### src/rtl/change_dispenser.sv
// Payout stage of the vending credit path: turns (credit, price) into a train of
// single-coin eject pulses for the hopper and reports completion or bad input.
module change_dispenser #(
  parameter int CREDIT_W   = 4,
  parameter int MAX_CREDIT = 9,
  parameter int GAP_CYCLES = 2
) (
  input  logic                clk,
  input  logic                reset,
  input  logic                start,
  input  logic [CREDIT_W-1:0] credit,
  input  logic [CREDIT_W-1:0] price,
  input  logic                coin_ready,
  output logic                coin_pulse,
  output logic                busy,
  output logic                refund,
  output logic                done,
  output logic                error,
  output logic [CREDIT_W-1:0] remaining
);

  typedef enum logic [1:0] {
    IDLE     = 2'd0,
    DISPENSE = 2'd1,
    GAP      = 2'd2,
    DONE     = 2'd3
  } state_t;

  localparam logic [CREDIT_W-1:0] MAX_V    = CREDIT_W'(MAX_CREDIT);
  localparam logic [3:0]          GAP_LOAD = 4'(GAP_CYCLES - 1);

  state_t              state;
  state_t              state_n;
  logic [3:0]          gap_cnt;
  logic [3:0]          gap_cnt_n;
  logic [CREDIT_W-1:0] remaining_n;
  logic                refund_n;
  logic                coin_pulse_n;
  logic                done_n;
  logic                error_n;

  logic bad_input;
  logic pay_change;

  assign bad_input  = (credit > MAX_V) || (price > MAX_V);
  assign pay_change = (credit >= price);
  assign busy       = (state != IDLE);

  // Hopper handshake: coin_ready is the hopper's ready; a coin is committed only
  // in DISPENSE on an edge where coin_ready=1, and coin_pulse is the registered
  // one-cycle eject that follows. coin_ready is not looked at during GAP.
  always_comb begin
    state_n      = state;
    gap_cnt_n    = gap_cnt;
    remaining_n  = remaining;
    refund_n     = refund;
    coin_pulse_n = 1'b0;
    done_n       = 1'b0;
    error_n      = 1'b0;
    unique case (state)
      IDLE: begin
        if (start) begin
          if (bad_input) begin
            error_n = 1'b1;
          end else if (pay_change) begin
            remaining_n = credit - price;
            refund_n    = 1'b0;
            state_n     = DISPENSE;
          end else begin
            // Price not covered: the whole credit goes back.
            remaining_n = credit;
            refund_n    = 1'b1;
            state_n     = DISPENSE;
          end
        end
      end
      DISPENSE: begin
        if (remaining == '0) begin
          done_n  = 1'b1;
          state_n = DONE;
        end else if (coin_ready) begin
          coin_pulse_n = 1'b1;
          remaining_n  = remaining - CREDIT_W'(1);
          gap_cnt_n    = GAP_LOAD;
          state_n      = GAP;
        end
      end
      GAP: begin
        if (gap_cnt == 4'd0) begin
          state_n = DISPENSE;
        end else begin
          gap_cnt_n = gap_cnt - 4'd1;
        end
      end
      DONE: begin
        refund_n = 1'b0;
        state_n  = IDLE;
      end
      default: begin
        state_n = IDLE;
      end
    endcase
  end

  always_ff @(posedge clk or posedge reset) begin
    if (reset) begin
      state      <= IDLE;
      gap_cnt    <= 4'd0;
      remaining  <= '0;
      refund     <= 1'b0;
      coin_pulse <= 1'b0;
      done       <= 1'b0;
      error      <= 1'b0;
    end else begin
      state      <= state_n;
      gap_cnt    <= gap_cnt_n;
      remaining  <= remaining_n;
      refund     <= refund_n;
      coin_pulse <= coin_pulse_n;
      done       <= done_n;
      error      <= error_n;
    end
  end

endmodule
### config.mk
export PLATFORM = sky130hd
export DESIGN_NAME = change_dispenser
export DESIGN_NICKNAME = d
export VERILOG_FILES = /design/src/rtl/change_dispenser.sv
export SDC_FILE = /design/constraint.sdc
export NUM_CORES = 1
export LEC_CHECK = 0
export BUFFER_PORTS_ARGS = -buffer_cell sky130_fd_sc_hd__buf_2
export CAP_MARGIN = 20
export CORE_AREA = 2 2 48 50
export CTS_CLUSTER_SIZE = 20
export DETAILED_ROUTE_END_ITERATION = 12
export DIE_AREA = 0 0 50 52
export PLACE_DENSITY = 0.72
export SLEW_MARGIN = 30
export SYNTH_ARGS = -nofsm -noshare
export SYNTH_HDL_FRONTEND = slang
export SYNTH_SLANG_ARGS = --single-unit
### constraint.sdc
create_clock -name clk -period 2.15 [get_ports clk]
set_input_delay 0.43 -clock clk [delete_from_list [all_inputs] [get_ports clk]]
set_output_delay 0.43 -clock clk [all_outputs]
set_load 0.05 [all_outputs]
==> run_summary.xml, run 1 <==
<?xml version="1.0" encoding="UTF-8"?>
<metrics>
  <group name="status">
    <metric name="status" unit="">finished, final reports clean</metric>
  </group>
  <group name="placed_design">
    <metric name="port_buffers" unit="">20</metric>
    <metric name="gp_congestion" unit="">0.775</metric>
    <metric name="postPlaceCellArea" unit="um2">1130</metric>
    <metric name="hpwlAfterDp" unit="mm">1.61</metric>
  </group>
  <group name="setup_path">
    <metric name="worstPathMaxFanout" unit="">4</metric>
    <metric name="critPathRequiredTime" unit="ns">2.31</metric>
    <metric name="critical_path.reg2reg.endpoint" unit="">remaining[0]</metric>
    <metric name="arrival" unit="ns">2.08</metric>
    <metric name="setup.worst_path.end" unit="">remaining[0]</metric>
    <metric name="r2r_setup_slack" unit="ns">0.45</metric>
    <metric name="rr_worst_depth" unit="">7</metric>
    <metric name="cp-start-kind" unit="">primary input</metric>
    <metric name="worstReg2RegStart" unit="">remaining[0]</metric>
    <metric name="timing.critical_path.from" unit="">credit[0]</metric>
    <metric name="timing_worst_setup_path_type" unit="">in -&gt; reg</metric>
    <metric name="end_kind" unit="">register</metric>
  </group>
  <group name="yosys">
    <metric name="post_synthesis_share_of_cell_area_spent_on_and_or_nand_and_nor_gates" unit="">0.204</metric>
    <metric name="synth-compound-area-share" unit="">0.216</metric>
    <metric name="synth_enable_flop_cells" unit="">0</metric>
    <metric name="post_synth_instance_area" unit="um2">996</metric>
    <metric name="async_reset_ff_frac" unit="">1.00</metric>
    <metric name="syn-mean-instance-area" unit="um2">8.89</metric>
    <metric name="post_synth_inst_count" unit="">112</metric>
    <metric name="post_synth_num_cell_types" unit="">35</metric>
    <metric name="ys_ff_latch" unit="">14</metric>
    <metric name="adder_and_majority_cell_fraction_of_the_synthesized_area" unit="">0.0955</metric>
    <metric name="yosys_warnings" unit="">0</metric>
    <metric name="synth_top_flop_cell" unit="">dfrtp_1</metric>
    <metric name="yosys.area_share.xor_xnor" unit="">0.0264</metric>
    <metric name="synth_mux_area_frac" unit="">0.0352</metric>
    <metric name="dominant_combinational_cell_family_by_area_after_synthesis" unit="">compound AO/OA/AOI/OAI gates</metric>
    <metric name="synthesis.nets" unit="">131</metric>
    <metric name="seq_area_frac_synth" unit="">0.352</metric>
  </group>
  <group name="timing">
    <metric name="hold_violations_final" unit="">0</metric>
    <metric name="maxSlewHeadroom" unit="">0.648</metric>
    <metric name="setup-violations-final" unit="">0</metric>
    <metric name="hold_ws" unit="ns">0.169</metric>
    <metric name="final_max_slew_viol_count" unit="">0</metric>
    <metric name="post-route-period-util" unit="">0.894</metric>
    <metric name="rsz0062_at_grt" unit="">false</metric>
    <metric name="timing_worst_slew_pin_value" unit="ns">0.527</metric>
    <metric name="finClkSkew" unit="ns">0.000711</metric>
    <metric name="fin_crit" unit="ns">1.92</metric>
    <metric name="max_freq" unit="MHz">520</metric>
  </group>
  <group name="global_routing">
    <metric name="largest_net_degree_at_the_start_of_global_routing" unit="">15</metric>
    <metric name="via_count_of_the_first_global_routing_pass" unit="">827</metric>
    <metric name="initial_antenna_violation_count" unit="">0</metric>
    <metric name="overflow" unit="">0</metric>
    <metric name="wire_length_of_the_first_global_routing_pass" unit="mm">3.44</metric>
    <metric name="groute.usage.overall" unit="">0.170</metric>
  </group>
  <group name="clock_tree">
    <metric name="holdBufCountCts" unit="">0</metric>
    <metric name="cts_tree" unit="">yes</metric>
    <metric name="worstSkewPairLatency" unit="ns">0.28</metric>
    <metric name="worst_setup_hold_path_clk_slew" unit="ns">0.09</metric>
    <metric name="cts.htree.levels" unit="">1</metric>
    <metric name="clock_tree.buffer_depth" unit="">2</metric>
    <metric name="numClockSinks" unit="">14</metric>
    <metric name="clk_root_buffer_cell" unit="">clkbuf_4</metric>
    <metric name="cts_buffers" unit="">3</metric>
    <metric name="cts_repair_resize_count" unit="">0</metric>
    <metric name="post_cts_buffers" unit="">0</metric>
  </group>
  <group name="routing">
    <metric name="dr_wl_cell" unit="um">11.9</metric>
    <metric name="vias" unit="">864</metric>
    <metric name="drt_wl_total" unit="mm">1.97</metric>
    <metric name="drtPass1Iterations" unit="">4</metric>
    <metric name="drt.antenna.violating_nets" unit="">0</metric>
    <metric name="vias_per_cell" unit="">5.24</metric>
    <metric name="drc" unit="">0</metric>
    <metric name="drtIter0Drc" unit="">13</metric>
  </group>
  <group name="layout">
    <metric name="num-fill-cells" unit="">197</metric>
    <metric name="ff_latch_area" unit="um2">350</metric>
    <metric name="layout-drive-gt1-share" unit="">0.285</metric>
    <metric name="stdcell_area" unit="um2">1170</metric>
    <metric name="final_standard_cell_utilization_of_the_core" unit="">0.556</metric>
    <metric name="commonest_non_fill_non_tap_cell_in_the_layout" unit="">buf_2</metric>
    <metric name="area_growth_syn_to_layout" unit="%">17.6</metric>
    <metric name="finalNetCount" unit="">157</metric>
    <metric name="multi_input_comb_area" unit="um2">574</metric>
    <metric name="final_cell_mix" unit="">buf_2 (20), inv_1 (16), dfrtp_1 (14)</metric>
    <metric name="antenna_cells" unit="">0</metric>
  </group>
  <group name="power">
    <metric name="power.sequential.fraction" unit="">0.324</metric>
    <metric name="power.internal" unit="uW">735</metric>
    <metric name="power.static_leakage" unit="nW">0.585</metric>
    <metric name="cellPowerDensity" unit="nW/um2">1240</metric>
    <metric name="switchingPower" unit="uW">718</metric>
    <metric name="irDropWorstVdd" unit="mV">0.660</metric>
    <metric name="total_power" unit="mW">1.45</metric>
    <metric name="clockPowerShare" unit="">0.132</metric>
    <metric name="sw_frac_of_total" unit="">0.494</metric>
    <metric name="power.combinational.fraction" unit="">0.544</metric>
  </group>
  <group name="worst_hold_path">
    <metric name="min_path_type" unit="">in -&gt; async</metric>
  </group>
  <group name="flow_run">
    <metric name="max_cap_viol_count" unit="">0</metric>
  </group>
  <group name="floorplan">
    <metric name="coreArea" unit="um2">2110</metric>
    <metric name="fp.dieArea" unit="um2">2600</metric>
    <metric name="die_width" unit="um">50</metric>
    <metric name="placement_rows" unit="">17</metric>
    <metric name="ios" unit="">21</metric>
    <metric name="starting_density_of_the_core" unit="">0.473</metric>
    <metric name="dieHeight" unit="um">52</metric>
  </group>
</metrics>
[Yosys cell counts, types with 2 or more instances]
| cell | number | share of area |
|---|---|---|
| dfrtp_1 | 14 | 0.35 |
| nand2_1 | 12 | 0.045 |
| nor2_1 | 6 | 0.023 |
| o21ai_0 | 8 | 0.040 |
| o211ai_1 | 2 | 0.015 |
| inv_1 | 16 | 0.060 |
| nor2b_1 | 3 | 0.019 |
| mux2i_1 | 2 | 0.020 |
| a21oi_1 | 7 | 0.035 |
| nand3_1 | 3 | 0.015 |
| nor2_2 | 2 | 0.013 |
| xor2_1 | 2 | 0.018 |
| o311a_1 | 3 | 0.030 |
| ha_1 | 6 | 0.075 |
| o21ai_1 | 3 | 0.015 |
| nor3_1 | 3 | 0.015 |
| or3_1 | 2 | 0.013 |
[power by group through the flow]
stage	clock network, mW	registers (mW)	logic (mW)
detailed placement	0	0.474	0.794
global placement	0	0.473	0.778
floorplan	0	0.640	0.464
CTS	0.194	0.469	0.797
global route	0.206	0.488	0.870
finish	0.192	0.471	0.790
[stage by stage]
step                std cells  setup slack (ns)  TNS, ns
floorplan                 112            0.0989        0
global route              165             0.178        0
detailed placement        161           -0.0567  -0.0662
CTS                       165             0.247        0
finish                    165             0.227        0
global placement          161           0.00666        0
[worst max-delay path, cell delays in order]
cell	delay, ns
buf_2	0.09
inv_1	0.04
ha_1	0.21
fa_1	0.39
a21boi_2	0.19
o211a_4	0.24
buf_4	0.14
a21oi_1	0.25
a211oi_2	0.11
[sequential cells by signal (all words and copies together), names as in the netlist]
name	flops
refund	1
remaining	4
error	1
done	1
coin_pulse	1
gap_cnt	4
state	2
[cells by family (layout without fill, tap and decap cells)]
logic type	after synthesis	in the layout
compound gates	30	30
mux	3	3
fa+ha+maj	7	7
flops	14	14
xor+xnor	3	3
simple gates	38	38
buf+inv	17	42
[layer usage]
layer	vias to the layer above	share of wire	wire length [um]	global-route usage
li1	435	-	-	-
met1	398	0.47	917	0.207
met2	27	0.47	925	0.300
met3	4	0.051	101	0.0259
met4	0	0.011	22	0.0694
met5	-	0	0	0
[worst min path at each step]
stage | endpoint | slack [ns] | startpoint
6_report | remaining[2] | 0.17 | reset
5_1_grt | gap_cnt[1] | 0.22 | reset
4_1_cts | gap_cnt[1] | 0.19 | reset
3_5_place_dp | gap_cnt[0] | 0.49 | gap_cnt[0]
3_3_place_gp | coin_pulse | 0.49 | reset
2_1_floorplan | coin_pulse | 0.32 | reset
[cell type report]
class                   instances  share of cell area
multi-input cells              81               0.490
flip-flops and latches         14               0.299
inverters                      16              0.0513
clock buffers                   4              0.0310
repair buffers                 22              0.0983
well taps                      28              0.0299
Note: power is estimated with default switching activity, not from simulation.
==> run 2, diff against run 1 <==
--- a/config.mk
+++ b/config.mk
@@ -5,7 +5,7 @@
 export SDC_FILE = /design/constraint.sdc
 export NUM_CORES = 1
 export LEC_CHECK = 0
-export BUFFER_PORTS_ARGS = -buffer_cell sky130_fd_sc_hd__buf_2
+export BUFFER_PORTS_ARGS = -buffer_cell sky130_fd_sc_hd__clkbuf_2
 export CAP_MARGIN = 20
 export CORE_AREA = 2 2 48 50
 export CTS_CLUSTER_SIZE = 20
==> run 2 against run 1 <==
- maximum frequency is 2.7% higher
- global-route usage is 0.082 points higher
- register-to-register slack worse by 0.02 ns
- sequential power is 0.8% higher
- highest routed layer unchanged
- largest cell class unchanged
- count of clock-buffer cells in the layout stayed put
- largest power group unchanged
- die area stayed put
- final cell count stayed put
- clock skew is 0.0069 ns higher
==> run_summary.xml, run 2 (synthesis gave the netlist of run 1 again) <==
<?xml version="1.0" encoding="UTF-8"?>
<metrics>
  <group name="status">
    <metric name="status" unit="">finished, final reports clean</metric>
  </group>
  <group name="global_routing">
    <metric name="via_count_of_the_first_global_routing_pass" unit="">814</metric>
    <metric name="groute.usage.overall" unit="">0.171</metric>
    <metric name="largest_net_degree_at_the_start_of_global_routing" unit="">15</metric>
    <metric name="overflow" unit="">0</metric>
    <metric name="initial_antenna_violation_count" unit="">0</metric>
    <metric name="wire_length_of_the_first_global_routing_pass" unit="mm">3.35</metric>
  </group>
  <group name="timing">
    <metric name="post-route-period-util" unit="">0.871</metric>
    <metric name="max_freq" unit="MHz">534</metric>
    <metric name="maxSlewHeadroom" unit="">0.651</metric>
    <metric name="setup-violations-final" unit="">0</metric>
    <metric name="rsz0062_at_grt" unit="">false</metric>
    <metric name="hold_ws" unit="ns">0.140</metric>
    <metric name="finClkSkew" unit="ns">0.00766</metric>
    <metric name="worst_slack" unit="ns">0.277</metric>
    <metric name="final_max_slew_viol_count" unit="">0</metric>
    <metric name="hold_violations_final" unit="">0</metric>
    <metric name="timing_worst_slew_pin_value" unit="ns">0.523</metric>
    <metric name="fin_crit" unit="ns">1.87</metric>
  </group>
  <group name="clock_tree">
    <metric name="cts_buffers" unit="">3</metric>
    <metric name="cts_tree" unit="">yes</metric>
    <metric name="numClockSinks" unit="">14</metric>
    <metric name="clock_tree.buffer_depth" unit="">2</metric>
    <metric name="cts_repair_resize_count" unit="">0</metric>
    <metric name="worst_setup_hold_path_clk_slew" unit="ns">0.09</metric>
    <metric name="cts.htree.levels" unit="">1</metric>
    <metric name="holdBufCountCts" unit="">0</metric>
    <metric name="worstSkewPairLatency" unit="ns">0.29</metric>
    <metric name="post_cts_buffers" unit="">0</metric>
    <metric name="clk_root_buffer_cell" unit="">clkbuf_4</metric>
  </group>
  <group name="floorplan">
    <metric name="placement_rows" unit="">17</metric>
    <metric name="dieHeight" unit="um">52</metric>
    <metric name="ios" unit="">21</metric>
    <metric name="fp.dieArea" unit="um2">2600</metric>
    <metric name="starting_density_of_the_core" unit="">0.473</metric>
    <metric name="coreArea" unit="um2">2110</metric>
    <metric name="die_width" unit="um">50</metric>
  </group>
  <group name="setup_path">
    <metric name="arrival" unit="ns">2.03</metric>
    <metric name="r2r_setup_slack" unit="ns">0.43</metric>
    <metric name="end_kind" unit="">register</metric>
    <metric name="worstPathMaxFanout" unit="">3</metric>
    <metric name="rr_worst_depth" unit="">7</metric>
    <metric name="critical_path.reg2reg.endpoint" unit="">remaining[0]</metric>
    <metric name="critPathRequiredTime" unit="ns">2.31</metric>
    <metric name="crit_chain" unit="">clkbuf_2, inv_1, ha_1, fa_1, a21boi_2, o211a_4, mux2_4, nand2_1, o311ai_1</metric>
    <metric name="setup.worst_path.end" unit="">remaining[2]</metric>
    <metric name="critical-path-slowest-cell" unit="">fa_1</metric>
    <metric name="worstReg2RegStart" unit="">remaining[0]</metric>
    <metric name="timing.critical_path.from" unit="">credit[0]</metric>
    <metric name="cp-start-kind" unit="">primary input</metric>
    <metric name="timing_worst_setup_path_type" unit="">in -&gt; reg</metric>
    <metric name="critPathMaxStageDelay" unit="ns">0.39</metric>
  </group>
  <group name="layout">
    <metric name="layout-drive-gt1-share" unit="">0.285</metric>
    <metric name="stdcell_area" unit="um2">1170</metric>
    <metric name="commonest_non_fill_non_tap_cell_in_the_layout" unit="">clkbuf_2</metric>
    <metric name="area_growth_syn_to_layout" unit="%">17.6</metric>
    <metric name="final_standard_cell_utilization_of_the_core" unit="">0.556</metric>
    <metric name="final_cell_mix" unit="">clkbuf_2 (20), inv_1 (16), dfrtp_1 (14)</metric>
    <metric name="finalNetCount" unit="">157</metric>
    <metric name="reg.largest.list" unit="">gap_cnt: 4 flops, remaining: 4 flops, state: 2 flops</metric>
    <metric name="antenna_cells" unit="">0</metric>
  </group>
  <group name="routing">
    <metric name="drtPass1Iterations" unit="">6</metric>
    <metric name="drt_wl_total" unit="mm">1.99</metric>
    <metric name="drt.antenna.violating_nets" unit="">0</metric>
    <metric name="vias" unit="">869</metric>
    <metric name="dr_wl_cell" unit="um">12.0</metric>
    <metric name="vias_per_cell" unit="">5.27</metric>
    <metric name="drc" unit="">0</metric>
    <metric name="drtIter0Drc" unit="">16</metric>
  </group>
  <group name="placed_design">
    <metric name="dp_slack" unit="ns">-0.0252</metric>
    <metric name="gp_congestion" unit="">0.799</metric>
    <metric name="postPlaceCellArea" unit="um2">1130</metric>
    <metric name="port_buffers" unit="">20</metric>
    <metric name="hpwlAfterDp" unit="mm">1.58</metric>
  </group>
  <group name="power">
    <metric name="power.static_leakage" unit="nW">0.587</metric>
    <metric name="irDropWorstVdd" unit="mV">0.648</metric>
    <metric name="cellPowerDensity" unit="nW/um2">1240</metric>
  </group>
  <group name="worst_hold_path">
    <metric name="min_path_type" unit="">in -&gt; async</metric>
  </group>
  <group name="flow_run">
    <metric name="max_cap_viol_count" unit="">0</metric>
  </group>
</metrics>
==> run 2: worst min-delay path by stage <==
stage	start	end	cells after the start
floorplan	reset	coin_pulse	1
global placement	reset	coin_pulse	2
detailed placement	reset	coin_pulse	2
CTS	reset	gap_cnt[1]	2
global route	reset	gap_cnt[0]	2
finish	reset	gap_cnt[1]	2
==> run 2: layout make-up <==
cell class              count  area, um2
fillers                   198        935
multi-input cells          81        574
flip-flops and latches     14        350
repair buffers             22        115
inverters                  16       60.1
clock buffers               4       36.3
well taps                  28       35.0
==> run 2: worst max-delay path: cells and delay by family <==
family	cells	cell delay (ns)
adders and majority gates	2	0.60
AOI/OAI and AO/OA	3	0.51
muxes	1	0.29
buffers and inverters	2	0.13
and+or+nand+nor	1	0.06
==> run 2: per-stage QoR <==
stage	power [mW]	cells	TNS, ns
after floorplan	1.10	112	0
after global placement	1.25	161	0
after detailed placement	1.27	161	-0.0301
after CTS	1.47	165	0
after global routing	1.58	165	0
final	1.46	165	0
==> run 2: layer usage <==
metal  global-route usage  vias to the layer above  share of wire
met5                    0                        -              0
met4                0.106                        0          0.020
met3               0.0230                        4          0.045
met2                0.283                       24           0.49
met1                0.211                      405           0.45
li1                     -                      436              -
==> run 2: report_power, final <==
| part | switching (mW) | leakage (nW) | internal (mW) |
|---|---|---|---|
| Combinational | 0.522 | 0.391 | 0.266 |
| Clock | 0.0916 | 0.0210 | 0.103 |
| Sequential | 0.111 | 0.174 | 0.365 |
| Total | 0.724 | 0.587 | 0.734 |
